`src/rtl/debug_rx.sv`:
```
// ============================================================================
//  debug_rx : 8N1 UART receiver that assembles bytes into a packed text line
//  Revision : 1.0
// ============================================================================
`default_nettype none

module debug_rx #(
   parameter int CLK_HZ   = 25_000_000,
   parameter int BAUD     = 115200,
   parameter int TEXT_LEN = 20
) (
   input  logic                  clk,
   input  logic                  reset,
   input  logic                  uart_rx,
   output logic [8*TEXT_LEN-1:0] text,
   output logic [7:0]            text_len,
   output logic                  text_valid,
   input  logic                  text_ack,
   output logic                  frame_err,
   output logic                  overrun
);

   localparam int CLKS_PER_BIT = CLK_HZ / BAUD;
   localparam int DIV_W        = $clog2(CLKS_PER_BIT + 1);
   localparam logic [DIV_W-1:0]      DIV_HALF = DIV_W'(CLKS_PER_BIT / 2);
   localparam logic [DIV_W-1:0]      DIV_FULL = DIV_W'(CLKS_PER_BIT - 1);
   localparam logic [8*TEXT_LEN-1:0] BLANK    = {TEXT_LEN{8'h20}};
   localparam logic [7:0]            LEN_FULL = 8'(TEXT_LEN);

   typedef enum logic [2:0] {
      ST_ARM   = 3'd0,
      ST_IDLE  = 3'd1,
      ST_START = 3'd2,
      ST_DATA  = 3'd3,
      ST_STOP  = 3'd4
   } state_t;

   state_t            state, state_nxt;
   logic              rx_meta, rx_s;
   logic [DIV_W-1:0]  div;
   logic [2:0]        bit_idx;
   logic [7:0]        shreg;
   logic [7:0]        cnt, cnt_nxt;
   logic              tick, load_half, sample, shift, byte_stb, stop_bad;
   logic              ack_now, is_term;
   logic [8*TEXT_LEN-1:0] text_nxt;
   logic [7:0]        len_nxt;
   logic              valid_nxt, ovr_nxt;

   // Synchroniser resets low so a line held low at reset release cannot look idle.
   always_ff @(posedge clk) begin
      if (reset) begin
         rx_meta <= 1'b0;
         rx_s    <= 1'b0;
      end else begin
         rx_meta <= uart_rx;
         rx_s    <= rx_meta;
      end
   end

   assign tick = (div == '0);

   always_ff @(posedge clk) begin
      if (reset) state <= ST_ARM;
      else       state <= state_nxt;
   end

   always_comb begin
      state_nxt = state;
      load_half = 1'b0;
      sample    = 1'b0;
      shift     = 1'b0;
      byte_stb  = 1'b0;
      stop_bad  = 1'b0;
      case (state)
         ST_ARM: begin
            if (rx_s) state_nxt = ST_IDLE;
         end
         ST_IDLE: begin
            if (!rx_s) begin
               state_nxt = ST_START;
               load_half = 1'b1;
            end
         end
         ST_START: begin
            if (tick) begin
               sample    = 1'b1;
               state_nxt = rx_s ? ST_IDLE : ST_DATA;
            end
         end
         ST_DATA: begin
            if (tick) begin
               sample = 1'b1;
               shift  = 1'b1;
               if (bit_idx == 3'd7) state_nxt = ST_STOP;
            end
         end
         ST_STOP: begin
            if (tick) begin
               sample = 1'b1;
               if (rx_s) begin
                  byte_stb  = 1'b1;
                  state_nxt = ST_IDLE;
               end else begin
                  stop_bad  = 1'b1;
                  state_nxt = ST_ARM;
               end
            end
         end
         default: state_nxt = ST_ARM;
      endcase
   end

   always_ff @(posedge clk) begin
      if (reset) begin
         div       <= '0;
         bit_idx   <= 3'd0;
         shreg     <= 8'd0;
         frame_err <= 1'b0;
      end else begin
         frame_err <= stop_bad;
         if (load_half)      div <= DIV_HALF;
         else if (sample)    div <= DIV_FULL;
         else if (!tick)     div <= div - DIV_W'(1);
         if (state == ST_START && sample) bit_idx <= 3'd0;
         if (shift) begin
            shreg   <= {rx_s, shreg[7:1]};
            bit_idx <= bit_idx + 3'd1;
         end
      end
   end

   assign ack_now = text_ack & text_valid;
   assign is_term = (shreg == 8'h0D) || (shreg == 8'h0A);

   // The ack is applied before the strobe so a byte arriving with it opens the new line.
   always_comb begin
      text_nxt  = ack_now ? BLANK : text;
      valid_nxt = text_valid & ~ack_now;
      ovr_nxt   = overrun & ~ack_now;
      cnt_nxt   = cnt;
      len_nxt   = text_len;
      if (byte_stb) begin
         if (valid_nxt) begin
            ovr_nxt = 1'b1;
         end else if (is_term) begin
            if (cnt != 8'd0) begin
               valid_nxt = 1'b1;
               len_nxt   = cnt;
               cnt_nxt   = 8'd0;
            end
         end else begin
            for (int i = 0; i < TEXT_LEN; i++) begin
               if (cnt == 8'(i)) text_nxt[8*(TEXT_LEN-1-i) +: 8] = shreg;
            end
            if (cnt == LEN_FULL - 8'd1) begin
               valid_nxt = 1'b1;
               len_nxt   = LEN_FULL;
               cnt_nxt   = 8'd0;
            end else begin
               cnt_nxt = cnt + 8'd1;
            end
         end
      end
   end

   always_ff @(posedge clk) begin
      if (reset) begin
         text       <= BLANK;
         text_len   <= 8'd0;
         text_valid <= 1'b0;
         overrun    <= 1'b0;
         cnt        <= 8'd0;
      end else begin
         text       <= text_nxt;
         text_len   <= len_nxt;
         text_valid <= valid_nxt;
         overrun    <= ovr_nxt;
         cnt        <= cnt_nxt;
      end
   end

endmodule

`default_nettype wire

```
`config.mk`:
```
export PLATFORM = sky130hd
export DESIGN_NAME = debug_rx
export DESIGN_NICKNAME = d
export VERILOG_FILES = /design/src/rtl/debug_rx.sv
export SDC_FILE = /design/constraint.sdc
export NUM_CORES = 1
export LEC_CHECK = 0
export CORE_ASPECT_RATIO = 0.5
export CORE_MARGIN = 1.5
export CORE_UTILIZATION = 30
export CTS_CLUSTER_SIZE = 20
export DETAILED_ROUTE_END_ITERATION = 10
export HOLD_SLACK_MARGIN = 0.1
export PLACE_DENSITY_LB_ADDON = 0.08
export SYNTH_ARGS = -nofsm -noshare
export SYNTH_HDL_FRONTEND = slang
export SYNTH_SLANG_ARGS = --single-unit
```
`constraint.sdc`:
```
create_clock -name clk -period 2 [get_ports clk]
set_input_delay 0.5 -clock clk [delete_from_list [all_inputs] [get_ports clk]]
set_output_delay 0.5 -clock clk [all_outputs]
set_load 0.02 [all_outputs]
```
# ---- Word level (Yosys, flattened, before mapping)
# Cells that the tools add are included.
dict set report totals {
  register_bits 203
  in_bits 4
  output_inout_bits 171
  wordCells 133
}
dict set report op_classes {
  addsub 3
  eq_ne 35
  muxes 59
  bitwise_logic 7
  n_reduce_logical 15
}
# cell n
set ops {}
lappend ops {{$mux W160} 4}
lappend ops {{$mux W8} 28}
lappend ops {{$eq A8 B4 Y1 const B} 10}
lappend ops {{$eq A8 B3 Y1 const B} 4}
lappend ops {{$eq A8 B5 Y1 const B} 4}
lappend ops {{$mux W3} 8}
lappend ops {{$eq A8 B2 Y1 const B} 2}
lappend ops {{$logic_not A8 Y1} 2}
lappend ops {{$mux W1} 16}
lappend ops {{$pmux W3 S5} 1}
lappend ops {{$ne A2 B2 Y1 const B} 6}
lappend ops {{$reduce_or A3 Y1} 3}
lappend ops {{$add A8 B1 Y8 const B} 1}
lappend ops {{$eq A8 B1 Y1 const B} 1}
lappend ops {{$reduce_bool A8 Y1} 1}
lappend ops {{$sub A8 B1 Y8 const B} 1}
lappend ops {{$mux W7} 1}
lappend ops {{$eq A3 B2 Y1 const B} 2}
lappend ops {{$eq A3 B3 Y1 const B} 2}
lappend ops {{$reduce_and A6 Y1} 1}
lappend ops {{$ne A2 B1 Y1 const B} 2}
lappend ops {{$not A1 Y1} 4}
lappend ops {{$reduce_and A4 Y1} 1}
lappend ops {{$reduce_bool A2 Y1} 2}
lappend ops {{other kinds (10)} 12}

# ---- Depth between registers and ports, before layout
dict set report logic_depth {
  ltp_word 6
  ltp_mapped 10
  mapped_depth_nobuf 7
}

# ---- Worst setup path after synthesis
# No wires, ideal clock.
dict set report synth_path {
  kind {register -> register}
  start {reg div[0]}
  end {reg text[104]}
  setup_ps 132
  arrival_ps 1777
  required_time_ps 1868
  path_slack_ps 90
  path_stages_with_launch 11
  n_path_buf 3
  synth_period_minus_slack_ps 1910
  cell_sequence {dfxtp_1 > inv_1 > ha_1 > nor3b_2 > and2_1 > buf_2 > buf_4 > buf_6 > nand4_4 > nand3_1 > a21oi_1}
}
dict set report synth_between {
  elab_chain_len 4
}
# element line_no
set synth_lines {}
lappend synth_lines {{from (decl)} 40} ;# logic [DIV_W-1:0] div;
lappend synth_lines {{from (signal assigned)} 124} ;# else if (!tick) div <= div - DIV_W'(1);
lappend synth_lines {{$logic_not A8 Y1} 61} ;# assign tick = (div == '0);
lappend synth_lines {{$mux W1} 99} ;# if (tick) begin
lappend synth_lines {{$mux W1} 75} ;# case (state)
lappend synth_lines {{$mux W160} 143} ;# if (byte_stb) begin
lappend synth_lines {{to (signal assigned)} 175} ;# text <= text_nxt;
lappend synth_lines {{to (decl)} 15} ;# output logic [8*TEXT_LEN-1:0] text,
# No other way between the ends.
# A chain may end at the register's enable or synchronous reset.

# ---- Worst setup path after layout
dict set report layout_path {
  start {reg text[59]}
  end {out text[59]}
}
# No word-level cell between the ends.

==> key figures <==
Clock tree
  • Hold_buf cts: 0
  • Clock-pin slew on the worst setup and hold paths: 60 ps
  • Worst-Skew Late Latency: 510 ps
  • # H-tree levels: 1
  • CTS tree: yes
  • Longest Clk Path Bufs: 3
  • CTS Root Cell: clkbuf_16
  • Num CTS Buffers: 21
  • Clock sinks: 203

Yosys
  • Seq/Total Area, Yosys: 0.4757
  • Main synth FF type: dfxtp_1
  • Number of synthesized flops with an enable pin: 0
  • Syn Inst Count: 1011
  • Post-Synthesis Net Count: 1022
  • Synth unique cells: 54
  • Synth Warn #: 0
  • Synthesis-stage register bit count: 203
  • Netlist Area Pre-Place: 0.008543 mm²
  • Asr flop ratio synth: 0
  • Mean Syn Cell Area: 8.450 µm²

Worst hold path
  • Worst Hold Class: input port to register
  • Hold endpoint: state[2]
  • Worst hold path stage count: 2
  • Min-delay src: reset

Place
  • Placed cells: 1553
  • IO Port Bufs: 174
  • GPL Wtd Cong: 0.7936
  • Placed cell area: 0.01109 mm²
  • HPWL after DPL: 19010 µm

Pwr
  • Leakage Power: 5.841 nW
  • Pwr dens: 830.7 mW/mm²
  • Comb pwr share: 0.174
  • Cell-internal power: 0.007465 W
  • Worst VDD drop: 0.0004706 V
  • Net Switching: 0.002697 W
  • Clock power frac: 0.409
  • Switching part of the total power: 0.2654
  • Seq pwr share: 0.417

Critical path
  • Crit-path slowest cell: clkdlybuf4s50_1
  • RR Startpoint: div[0]
  • Worst Path Max Fanout: 2
  • Max incr delay on CP: 610 ps
  • Number of cells on the critical path: 1
  • Worst setup SP type: register
  • Worst-path cell chain: clkdlybuf4s50_1
  • Setup crit end kind: primary output
  • Bufs and invs on worst path: 1
  • Worst Path Required: 1500 ps
  • WS Path Type: register to primary output
  • Reg2Reg Setup Slack: 60 ps
  • CP top delay family: buffers and inverters
  • Crit path arrival time: 1470 ps
  • FF-to-FF path depth: 9
  • Worst R2R End: text[104]

Die
  • Die area: 0.02956 mm²
  • Core area: 0.02787 mm²
  • Chip width: 241.7 µm
  • Initial Utilization: 0.3065
  • Die height: 122.3 µm
  • Number of I/O pins: 175
  • Core Rows: 43

Global routing
  • Gr usage total: 0.1889
  • Largest net degree at the start of global routing: 65
  • Global-route wire length before repair: 44330 µm
  • Initial antenna violation count: 0
  • Gr ovfl total: 0
  • Vias in the first global route: 7697

Finish
  • Fillers: 2779
  • Area Growth Syn to Fin: 43.19%
  • Commonest non-fill, non-tap cell in the layout: dfxtp_1
  • Finished Layout Cells: 1602
  • Cell area after layout: 0.01223 mm²
  • Most frequent cells in the layout: dfxtp_1 (201), nand2_1 (150), a21oi_1 (148), nand3_1 (142), buf_4 (72)
  • Net count, final: 1217
  • Final core occ: 0.4389
  • ANT cells: 0
  • Layout cells sized above 1: 0.1582

Drt
  • Pre-antenna DRT Iters: 5
  • Post-DRT Antenna Nets: 0
  • Wirelength per Cell: 18.29 µm
  • 1st-iter DRT viols: 442
  • DRC Markers: 0
  • Routed WL: 29300 µm
  • Via/cell ratio: 4.983
  • Via count: 7983

STA
  • Final Max Tran Viols: 0
  • Tcrit/Tclk final: 0.9836
  • Min Tclk post-route: 1967 ps
  • Worst-Margin Slew: 417.7 ps
  • Max Clock Freq: 0.5083 GHz
  • Fin Clk Skew: 12.24 ps
  • Setup violators final: 0
  • Final hold viol count: 0
  • Max_slew headroom: 0.7216
  • Unrepaired setup endpoints after global routing: yes

Job
  • Max-cap viol count: 0

Run status
  • Status: finished clean
sequential cells by signal, indices dropped and copies added (netlist names), 3 cells and up:
signal / count
bit_idx: 3
cnt: 8
div: 8
shreg: 8
state: 3
text: 160
text_len: 8
per-stage QoR:
stage	TNS, ps	hold WS [ps]	total power (W)	setup WS (ps)
floorplan	0	413.8	0.005240	90.47
global placement	-54060	426.8	0.005712	-377.0
detailed placement	-59920	428.1	0.005753	-454.6
CTS	0	285.6	0.009982	0.5751
global route	-231.0	308.3	0.01062	-44.08
finish	0	310.8	0.01016	32.84
what timing repair did:
item	4_1_cts	5_1_grt
endpoints found under the setup margin	65	200
pin swaps	0	8
resized for setup	58	117
cloned	0	3
setup buffers	0	9
cells in the mapped netlist, types with 2 or more instances:
master,number,share of area
dfxtp_1,203,0.48
nand2_1,152,0.067
nor2_1,51,0.022
a311oi_1,2,0.0021
clkbuf_1,55,0.024
xor2_1,3,0.0031
and2_1,3,0.0022
nor4_4,3,0.0075
inv_1,6,0.0026
clkbuf_2,2,0.0012
o21ai_0,6,0.0035
or3_1,2,0.0015
and4_1,19,0.019
nand4_2,9,0.013
nor3b_1,3,0.0026
a21oi_1,154,0.090
nor2b_1,6,0.0044
o21a_1,2,0.0018
mux2i_1,10,0.012
buf_4,14,0.012
xnor2_1,4,0.0041
ha_1,7,0.010
and3_1,23,0.017
buf_2,18,0.011
a31oi_1,5,0.0037
buf_6,2,0.0026
buf_1,5,0.0022
nand4_4,10,0.025
nand3_1,148,0.087
nand2b_1,2,0.0015
nor3_1,32,0.019
nand4_1,4,0.0029
a22o_1,6,0.0062
o21bai_1,20,0.018
power by group through the flow:
stage | sequential [W] | combinational, W | clock [W]
3_5_place_dp | 0.00433 | 0.00143 | 0
3_3_place_gp | 0.00432 | 0.00139 | 0
6_report | 0.00424 | 0.00177 | 0.00415
5_1_grt | 0.00425 | 0.00191 | 0.00446
2_1_floorplan | 0.00430 | 0.000938 | 0
4_1_cts | 0.00424 | 0.00144 | 0.00430
kinds of logic (layout without fill, tap and decap cells):
kind of cell | after synthesis | count (layout) | synth area share
flops | 203 | 203 | 0.4757
xor+xnor | 7 | 7 | 0.007176
mux | 11 | 11 | 0.01333
simple gates | 477 | 477 | 0.3021
fa+ha+maj | 7 | 7 | 0.01025
buf+inv | 102 | 311 | 0.05565
compound gates | 204 | 204 | 0.1358
layout make-up:
| type | instances | area [µm²] | share of cell area |
|---|---|---|---|
| multi-input cells | 706 | 4174 | 0.3412 |
| clock inverters | 8 | 143.9 | 0.01176 |
| repair buffers | 268 | 2783 | 0.2275 |
| flip-flops and latches | 203 | 4066 | 0.3324 |
| clock buffers | 29 | 565.5 | 0.04623 |
| well taps | 382 | 478.0 | 0.03907 |
| inverters | 6 | 22.52 | 0.001841 |
how the worst max path moves through the flow:
stage,from,endpoint,slack (ps)
final,text[59],text[59],30
after global routing,div[1],text[104],-40
after CTS,text[48],text[48],0.6
after detailed placement,text_ack,text[118],-450
after global placement,text_ack,text[116],-380
after floorplan,div[0],text[104],90
metal layers:
layer | wire length [µm] | global-route usage | vias up
met2 | 13130 | 0.3012 | 162
met1 | 14680 | 0.2702 | 3865
met5 | 0 | 0 | -
met4 | 422 | 0.03516 | 0
met3 | 1063 | 0.03171 | 31
li1 | - | - | 3925
No activity file was read; power rests on OpenSTA's default activity.
